$ cat src/rtl/am_radio_ctrl_n_if.sv
// am_radio_ctrl_n_if: register bus between the bus bridge (master) and the
// AM datapath control block (slave). Single-cycle strobes, registered ack.
interface am_radio_ctrl_n_if;
    logic [31:0] sys_addr;
    logic [31:0] sys_wdata;
    logic        sys_wen;
    logic        sys_ren;
    logic [31:0] sys_rdata;
    logic        sys_ack;
    logic        sys_err;

    modport master (
        output sys_addr,
        output sys_wdata,
        output sys_wen,
        output sys_ren,
        input  sys_rdata,
        input  sys_ack,
        input  sys_err
    );

    modport slave (
        input  sys_addr,
        input  sys_wdata,
        input  sys_wen,
        input  sys_ren,
        output sys_rdata,
        output sys_ack,
        output sys_err
    );
endinterface

$ cat src/rtl/am_radio_ctrl_n.sv
// am_radio_ctrl_n: register block for the multi-channel AM NCO/modulator bank.
// Channel settings are double-buffered (shadow -> active) and only copied on
// an update_tick after a COMMIT, so retunes land on frame boundaries.
// A heartbeat watchdog gates master_enable; unmapped accesses raise sys_err.
//
// Optional build macro: AM_CTRL_READBACK_ACTIVE_EN
//   defined   -> 0x010 reads active CH_ENABLE, 0x200+4i reads active FREQ[i]
//   undefined -> those addresses are unmapped
//
// Commit FSM:
//   state      | meaning
//   ST_IDLE    | no commit requested, active set stable
//   ST_PENDING | commit requested, waiting for the next update_tick
module am_radio_ctrl_n #(
    parameter int          NUM_CH    = 12,
    parameter int          WD_CYCLES = 625_000_000,
    parameter logic [31:0] BASE_INC  = 32'h0108D032,
    parameter logic [31:0] STEP_INC  = 32'h00346DC6
) (
    input  logic                   clk,
    input  logic                   rst,
    am_radio_ctrl_n_if.slave       bus,
    input  logic                   update_tick_i,
    output logic                   master_enable_o,
    output logic                   source_sel_o,
    output logic [3:0]             msg_select_o,
    output logic [NUM_CH-1:0]      ch_enable_o,
    output logic [NUM_CH*32-1:0]   ch_phase_inc_o,
    output logic                   update_pulse_o,
    output logic                   watchdog_triggered_o,
    output logic                   watchdog_warning_o
);

    localparam int          IW       = (NUM_CH > 1) ? $clog2(NUM_CH) : 1;
    localparam logic [31:0] WD_LOAD  = 32'(WD_CYCLES);
    localparam logic [31:0] WD_WARN  = 32'(WD_CYCLES / 4);
    localparam logic [6:0]  NUM_CH_W = 7'(NUM_CH);
    localparam logic [7:0]  NUM_CH_B = 8'(NUM_CH);
    localparam logic [31:0] UNMAPPED = 32'hDEADBEEF;

    typedef enum logic {
        ST_IDLE    = 1'b0,
        ST_PENDING = 1'b1
    } state_t;

    state_t             state_q, state_d;
    logic               commit_fire;

    logic               en_q, src_q, wd_en_q;
    logic [3:0]         msg_q;

    logic [31:0]        sh_freq_q  [NUM_CH];
    logic [31:0]        act_freq_q [NUM_CH];
    logic [NUM_CH-1:0]  sh_en_q, act_en_q;
    logic               update_pulse_q;

    logic [31:0]        wd_cnt_q, wd_cnt_d;
    logic               wd_trig_q, wd_trig_d;
    logic               wd_warn;

    logic               ack_q, ack_d;
    logic               err_q, err_d;
    logic [31:0]        rdata_q, rdata_d;

    logic [11:0]        addr;
    logic               aligned, slot_ok;
    logic [IW-1:0]      fidx;
    logic               hit_ctrl, hit_status, hit_chen, hit_commit, hit_freq;
    logic               hit_rb_en, hit_rb_freq, mapped;
    logic               wr_ctrl, wr_chen, wr_commit, wr_freq;
    logic               heartbeat, wd_clear;
    logic [31:0]        rd_val;
    logic               unused_addr;

    assign unused_addr = ^bus.sys_addr[31:12];

    // Address decode: only [11:0] matter, FREQ slots must be word aligned and < NUM_CH.
    always_comb begin
        addr       = bus.sys_addr[11:0];
        aligned    = (addr[1:0] == 2'b00);
        slot_ok    = ({1'b0, addr[7:2]} < NUM_CH_W);
        fidx       = addr[2 +: IW];
        hit_ctrl   = (addr == 12'h000);
        hit_status = (addr == 12'h004);
        hit_chen   = (addr == 12'h008);
        hit_commit = (addr == 12'h00C);
        hit_freq   = (addr[11:8] == 4'h1) && aligned && slot_ok;
`ifdef AM_CTRL_READBACK_ACTIVE_EN
        hit_rb_en   = (addr == 12'h010);
        hit_rb_freq = (addr[11:8] == 4'h2) && aligned && slot_ok;
`else
        hit_rb_en   = 1'b0;
        hit_rb_freq = 1'b0;
`endif
        mapped    = hit_ctrl | hit_status | hit_chen | hit_commit | hit_freq
                  | hit_rb_en | hit_rb_freq;
        wr_ctrl   = bus.sys_wen && hit_ctrl;
        wr_chen   = bus.sys_wen && hit_chen;
        wr_commit = bus.sys_wen && hit_commit && bus.sys_wdata[0];
        wr_freq   = bus.sys_wen && hit_freq;
        heartbeat = bus.sys_wen && mapped;
        wd_clear  = wr_ctrl && bus.sys_wdata[9];
    end

    // Read mux from current register state, so a colliding write returns old data.
    always_comb begin
        rd_val = UNMAPPED;
        if (hit_ctrl) begin
            rd_val = {22'h0, 1'b0, wd_en_q, msg_q, src_q, 2'b00, en_q};
        end else if (hit_status) begin
            rd_val = {16'h0, NUM_CH_B, 4'h0, (state_q == ST_PENDING),
                      wd_warn, wd_trig_q, master_enable_o};
        end else if (hit_chen) begin
            rd_val = 32'(sh_en_q);
        end else if (hit_commit) begin
            rd_val = 32'h0;
        end else if (hit_freq) begin
            rd_val = sh_freq_q[fidx];
        end else if (hit_rb_en) begin
            rd_val = 32'(act_en_q);
        end else if (hit_rb_freq) begin
            rd_val = act_freq_q[fidx];
        end
    end

    // Bus response next-state: ack one cycle after any strobe, err for unmapped.
    always_comb begin
        ack_d   = bus.sys_wen | bus.sys_ren;
        err_d   = (bus.sys_wen | bus.sys_ren) & ~mapped;
        rdata_d = bus.sys_ren ? rd_val : 32'h0;
    end

    // Bus response registers.
    always_ff @(posedge clk or posedge rst) begin
        if (rst) begin
            ack_q   <= 1'b0;
            err_q   <= 1'b0;
            rdata_q <= 32'h0;
        end else begin
            ack_q   <= ack_d;
            err_q   <= err_d;
            rdata_q <= rdata_d;
        end
    end

    // CTRL register; wd_clear is a write-only pulse and is never stored.
    always_ff @(posedge clk or posedge rst) begin
        if (rst) begin
            en_q    <= 1'b0;
            src_q   <= 1'b0;
            msg_q   <= 4'h0;
            wd_en_q <= 1'b1;
        end else if (wr_ctrl) begin
            en_q    <= bus.sys_wdata[0];
            src_q   <= bus.sys_wdata[3];
            msg_q   <= bus.sys_wdata[7:4];
            wd_en_q <= bus.sys_wdata[8];
        end
    end

    // Shadow channel registers, written directly by the bus.
    always_ff @(posedge clk or posedge rst) begin
        if (rst) begin
            sh_en_q <= '0;
            for (int i = 0; i < NUM_CH; i++) begin
                sh_freq_q[i] <= BASE_INC + STEP_INC * 32'(i);
            end
        end else begin
            if (wr_chen) begin
                sh_en_q <= bus.sys_wdata[NUM_CH-1:0];
            end
            if (wr_freq) begin
                sh_freq_q[fidx] <= bus.sys_wdata;
            end
        end
    end

    // Commit FSM state register.
    always_ff @(posedge clk or posedge rst) begin
        if (rst) begin
            state_q <= ST_IDLE;
        end else begin
            state_q <= state_d;
        end
    end

    // Commit FSM next state; a tick in the COMMIT-write cycle is not seen
    // because the FSM is still IDLE then.
    always_comb begin
        state_d     = state_q;
        commit_fire = 1'b0;
        case (state_q)
            ST_IDLE: begin
                if (wr_commit) begin
                    state_d = ST_PENDING;
                end
            end
            ST_PENDING: begin
                if (update_tick_i) begin
                    commit_fire = 1'b1;
                    state_d     = ST_IDLE;
                end
            end
            default: state_d = ST_IDLE;
        endcase
    end

    // Active set copy; takes the pre-edge shadow, so a colliding bus write waits.
    always_ff @(posedge clk or posedge rst) begin
        if (rst) begin
            act_en_q       <= '0;
            update_pulse_q <= 1'b0;
            for (int i = 0; i < NUM_CH; i++) begin
                act_freq_q[i] <= BASE_INC + STEP_INC * 32'(i);
            end
        end else begin
            update_pulse_q <= commit_fire;
            if (commit_fire) begin
                act_en_q <= sh_en_q;
                for (int i = 0; i < NUM_CH; i++) begin
                    act_freq_q[i] <= sh_freq_q[i];
                end
            end
        end
    end

    // Watchdog next state: reload on heartbeat/disable/clear, else saturating countdown.
    always_comb begin
        wd_cnt_d  = wd_cnt_q;
        wd_trig_d = wd_trig_q;
        if (!wd_en_q || heartbeat || wd_clear) begin
            wd_cnt_d = WD_LOAD;
        end else if (wd_cnt_q != 32'h0) begin
            wd_cnt_d = wd_cnt_q - 32'h1;
        end
        if (wd_clear) begin
            wd_trig_d = 1'b0;
        end else if (wd_en_q && (wd_cnt_q == 32'h0)) begin
            wd_trig_d = 1'b1;
        end
    end

    // Watchdog registers; the trigger is sticky until wd_clear or reset.
    always_ff @(posedge clk or posedge rst) begin
        if (rst) begin
            wd_cnt_q  <= WD_LOAD;
            wd_trig_q <= 1'b0;
        end else begin
            wd_cnt_q  <= wd_cnt_d;
            wd_trig_q <= wd_trig_d;
        end
    end

    assign wd_warn = wd_en_q && (wd_cnt_q < WD_WARN);

    // Flatten the active increments for the NCO bank.
    always_comb begin
        ch_phase_inc_o = '0;
        for (int i = 0; i < NUM_CH; i++) begin
            ch_phase_inc_o[32*i +: 32] = act_freq_q[i];
        end
    end

    assign bus.sys_ack           = ack_q;
    assign bus.sys_err           = err_q;
    assign bus.sys_rdata         = rdata_q;
    assign master_enable_o       = en_q & ~wd_trig_q;
    assign source_sel_o          = src_q;
    assign msg_select_o          = msg_q;
    assign ch_enable_o           = act_en_q;
    assign update_pulse_o        = update_pulse_q;
    assign watchdog_triggered_o  = wd_trig_q;
    assign watchdog_warning_o    = wd_warn;

endmodule

$ cat src/flat_wrapper.sv
// flat-port wrapper written by rule: the top's interface ports become plain ports
module am_radio_ctrl_n_flat 
#(
    parameter int          NUM_CH    = 12,
    parameter int          WD_CYCLES = 625_000_000,
    parameter logic [31:0] BASE_INC  = 32'h0108D032,
    parameter logic [31:0] STEP_INC  = 32'h00346DC6
)
  (clk, rst, update_tick_i, master_enable_o, source_sel_o, msg_select_o, ch_enable_o, ch_phase_inc_o, update_pulse_o, watchdog_triggered_o, watchdog_warning_o, bus_sys_addr, bus_sys_wdata, bus_sys_wen, bus_sys_ren, bus_sys_rdata, bus_sys_ack, bus_sys_err);
  am_radio_ctrl_n_if bus_i ();
  input  logic clk;
  input  logic rst;
  input  logic update_tick_i;
  output logic master_enable_o;
  output logic source_sel_o;
  output logic [3:0] msg_select_o;
  output logic [NUM_CH-1:0] ch_enable_o;
  output logic [NUM_CH*32-1:0] ch_phase_inc_o;
  output logic update_pulse_o;
  output logic watchdog_triggered_o;
  output logic watchdog_warning_o;
  input wire logic [$bits(bus_i.sys_addr)-1:0] bus_sys_addr;
  input wire logic [$bits(bus_i.sys_wdata)-1:0] bus_sys_wdata;
  input wire logic [$bits(bus_i.sys_wen)-1:0] bus_sys_wen;
  input wire logic [$bits(bus_i.sys_ren)-1:0] bus_sys_ren;
  output wire logic [$bits(bus_i.sys_rdata)-1:0] bus_sys_rdata;
  output wire logic [$bits(bus_i.sys_ack)-1:0] bus_sys_ack;
  output wire logic [$bits(bus_i.sys_err)-1:0] bus_sys_err;
  assign bus_i.sys_addr = bus_sys_addr;
  assign bus_i.sys_wdata = bus_sys_wdata;
  assign bus_i.sys_wen = bus_sys_wen;
  assign bus_i.sys_ren = bus_sys_ren;
  assign bus_sys_rdata = bus_i.sys_rdata;
  assign bus_sys_ack = bus_i.sys_ack;
  assign bus_sys_err = bus_i.sys_err;
  am_radio_ctrl_n #(.NUM_CH(NUM_CH), .WD_CYCLES(WD_CYCLES), .BASE_INC(BASE_INC), .STEP_INC(STEP_INC)) u_core (.clk(clk), .rst(rst), .bus(bus_i), .update_tick_i(update_tick_i), .master_enable_o(master_enable_o), .source_sel_o(source_sel_o), .msg_select_o(msg_select_o), .ch_enable_o(ch_enable_o), .ch_phase_inc_o(ch_phase_inc_o), .update_pulse_o(update_pulse_o), .watchdog_triggered_o(watchdog_triggered_o), .watchdog_warning_o(watchdog_warning_o));
endmodule
$ cat config.mk
export PLATFORM = sky130hd
export DESIGN_NAME = am_radio_ctrl_n_flat
export DESIGN_NICKNAME = d
export VERILOG_FILES = /design/src/rtl/am_radio_ctrl_n_if.sv /design/src/rtl/am_radio_ctrl_n.sv /design/src/flat_wrapper.sv
export SDC_FILE = /design/constraint.sdc
export NUM_CORES = 2
export LEC_CHECK = 0
export ABC_AREA = 1
export BUFFER_PORTS_ARGS = -buffer_cell sky130_fd_sc_hd__buf_2
export CORE_MARGIN = 3
export CORE_UTILIZATION = 40
export CTS_BUF_LIST = sky130_fd_sc_hd__clkbuf_16
export DETAILED_ROUTE_END_ITERATION = 10
export GPL_TIMING_DRIVEN = 0
export SYNTH_ARGS = -nofsm -noshare
export SYNTH_HDL_FRONTEND = slang
export SYNTH_SLANG_ARGS = --single-unit
$ cat constraint.sdc
create_clock -name clk -period 44.8 [get_ports clk]
set_input_delay 4.48 -clock clk [delete_from_list [all_inputs] [get_ports clk]]
set_output_delay 4.48 -clock clk [all_outputs]
set_load 0.05 [all_outputs]
==> qor.yml <==
status: "completed"
ant_nets: 0
cap_violations: 0
synth_area_um2: 35900
cts_root_buffer: "clkbuf_16"
r2r_slack_ps: 41830
area_growth_pct: 19.7
hp-class: "reg2reg"
arrival_ps: 2290
cp-start-kind: "flip-flop"
num_io_pins: 508
rsz0062_at_grt: "false"
yosys.area.top_type: "dfrtp_1"
vias: 31771
die-area_um2: 93500
r2r_cells: 6
coreArea_um2: 88800
drv_slew: 0
crit-reg2reg-launch: "u_core.state_q"
hold_ws_ps: 452
final_cells: 5935
p_leak_nw: 21.2
grt_pass1_wl_um: 212000
tns_ps: 0
critical_path_class: "reg2out"
synth-edff-count: 0
pre_cts_ws_ps: 37670
clk_path_buf_depth: 3
clkTransAtPathRegs_ps: 60
cts-buffers-inserted: 94
insertion_delay_ps: 650
fillCellCount: 8707
drtIter0Drc: 3154
cts_tree: "built"
hold_violations: 0
ys_dominant_reg_cell: "dfrtp_1"
final_util_pct: 48.5
yosysSeqAreaShare_pct: 61.5
ys_types: 35
critPathTopFamily: "simple AND/OR/NAND/NOR gates"
fin_skew_ps: 19.0
grt_pass1_vias: 31372
synthTopCellsByArea: "dfrtp_1 (39%), dfstp_2 (23%), nand2_1 (18%), o21ai_0 (6.5%), a22oi_1 (2.5%)"
setup_violations: 0
synth_top_cells_by_count: "nand2_1 (1745), dfrtp_1 (556), o21ai_0 (468), dfstp_2 (312), clkbuf_1 (216)"
worst-path-stages: 8
die_w_um: 306
drt_pass1_iterations: 7
endpoint_kind: "primary output"
grt_overflow: 0
cp_slowest_cell: "dfrtp_1"
drt-wirelength-per-cell_um: 24.4
required_ps: 40320
crit_path_start: "u_core.wd_cnt_q[14]"
ir_drop_mv: 0.0297
viasPerCell: 5.35
timing.rr.end: "u_core.ch_phase_inc_o[130]"
routabilityCongestion: 0.944
yosys_warnings: 0
crit_chain: "nor2_1 > o21ai_0 > inv_1 > nand2_1 > nand2_1 > nand3_1 > inv_1 > buf_2"
postCtsSetupRepairBufs: 0
powerDensity_nw_per_um2: 37.6
grt_antenna_before_repair: 7
fmax_mhz: 148
drive_above_1_share_pct: 20.9
start_util_pct: 40.5
fin_crit_ps: 6770
crit_path_end: "watchdog_warning_o"
cts.sinks: 868
max_stage_delay_ps: 420
min_from: "u_core.sh_freq_q[101]"
hold_buffers: 0
ys_ff_latch: 868
period_share_pct: 15.1
worst_slack_ps: 38030
slew_headroom_pct: 26.6
path_buf_inv: 3
cts-resized-gates: 0
synth.most_common_cell: "nand2_1"
worst_slew_pin_slew_ps: 1100
synthArstFlopShare_pct: 100
synth.top_cell.area_share_pct: 38.7
nets: 4759
grt_max_degree: 120
wl_um: 145000
port-buffer-count: 485
htree_levels: 3
syn_avg_cell_area_um2: 8.77
syn_nets: 4171
drcViolationCount: 0
synthCells: 4100
grt_usage_pct: 30.6
dp_hpwl_um: 111000
fp.dieH_um: 306
cp_max_fo: 5
place_inst: 5757
rows: 109
## placed cells by master (no fill, tap or decap), types with 7 or more instances in the layout
master     instances
o21ai_0          468
o21ai_1           70
nand4_1           32
nand2_1         1745
a22oi_1          120
nand2_2           11
buf_2            504
clkbuf_16         96
buf_16             7
xor2_1             8
dfrtp_1          556
dfstp_2          312
clkbuf_1         216
inv_2             10
nand3_1           47
o22ai_1           18
bufinv_16          8
nor3_1            26
inv_1            213
clkinv_1          29
nor2_1           139
clkinv_2          15
a21oi_1           64
buf_1             13
## layout make-up
cell class                      instances  area, um^2  area share, %
Inverter                              208         791           1.84
Buffer                                250         970           2.25
Timing Repair Buffer                  492        2620           6.09
Multi-Input combinational cell       2774       12100           28.1
Clock inverter                         80         597           1.39
Clock buffer                           96        2400           5.58
Sequential cell                       868       22100           51.4
Antenna cell                            2        5.00         0.0116
Tap cell                             1165        1460           3.39
## per-layer routing
| metal | wire [um] | GRT usage [%] | up-vias |
|---|---|---|---|
| met3 | 13100 | 6.54 | 275 |
| li1 | - | - | 14317 |
| met1 | 58100 | 40.6 | 15733 |
| met4 | 5690 | 11.0 | 6 |
| met2 | 67900 | 49.7 | 1440 |
| met5 | 38 | 0 | - |
## worst min-delay path: cells and delay by family, from the launching register on
kind	cells	cell delay, ps
simple gates	2	100
flops	1	370
## state kept, by name, indices dropped and copies added (netlist names)
register and count:
u_core.msg_select_o 4, u_core.bus.sys_ack 1, u_core.update_pulse_o 1, u_core.sh_freq_q 384, u_core.sh_en_q 12, u_core.bus.sys_rdata 32
u_core.watchdog_triggered_o 1, u_core.state_q 1, u_core.wd_cnt_q 32, u_core.source_sel_o 1, u_core.wd_en_q 1, u_core.en_q 1
u_core.ch_phase_inc_o 384, u_core.bus.sys_err 1, u_core.ch_enable_o 12
## worst min path at each step
stage	endpoint	depth (start not counted)
2_1_floorplan	u_core.ch_phase_inc_o[164]	2
4_1_cts	u_core.ch_phase_inc_o[261]	2
3_5_place_dp	u_core.ch_phase_inc_o[249]	2
3_3_place_gp	u_core.ch_phase_inc_o[345]	2
6_report	u_core.ch_phase_inc_o[261]	2
5_1_grt	u_core.ch_phase_inc_o[345]	2
## report_power, final
| part | switching (mW) | internal [mW] |
|---|---|---|
| combinational | 0.0492 | 0.00824 |
| sequential | 0.00223 | 0.788 |
| clock | 0.336 | 0.435 |
| total | 0.387 | 1.23 |
## kinds of logic (layout without fill, tap and decap cells)
kind of cell | Yosys count | in the layout | synth area share (%)
flip-flops | 868 | 868 | 61.5
other | 0 | 2 | 0
AO/OA/AOI/OAI | 742 | 742 | 11.2
adder cells (fa/ha/maj) | 2 | 2 | 0.0696
buffers and inverters | 458 | 1126 | 4.88
XOR/XNOR | 9 | 9 | 0.219
AND/OR/NAND/NOR | 2021 | 2021 | 22.1
## stage by stage
stage	instance area [um^2]	power (mW)
floorplan	35900	0.833
global placement	39800	0.859
detailed placement	40000	0.861
CTS	43000	1.63
global route	43000	1.66
finish	43000	1.62
Power figures use the tool's default switching activity.
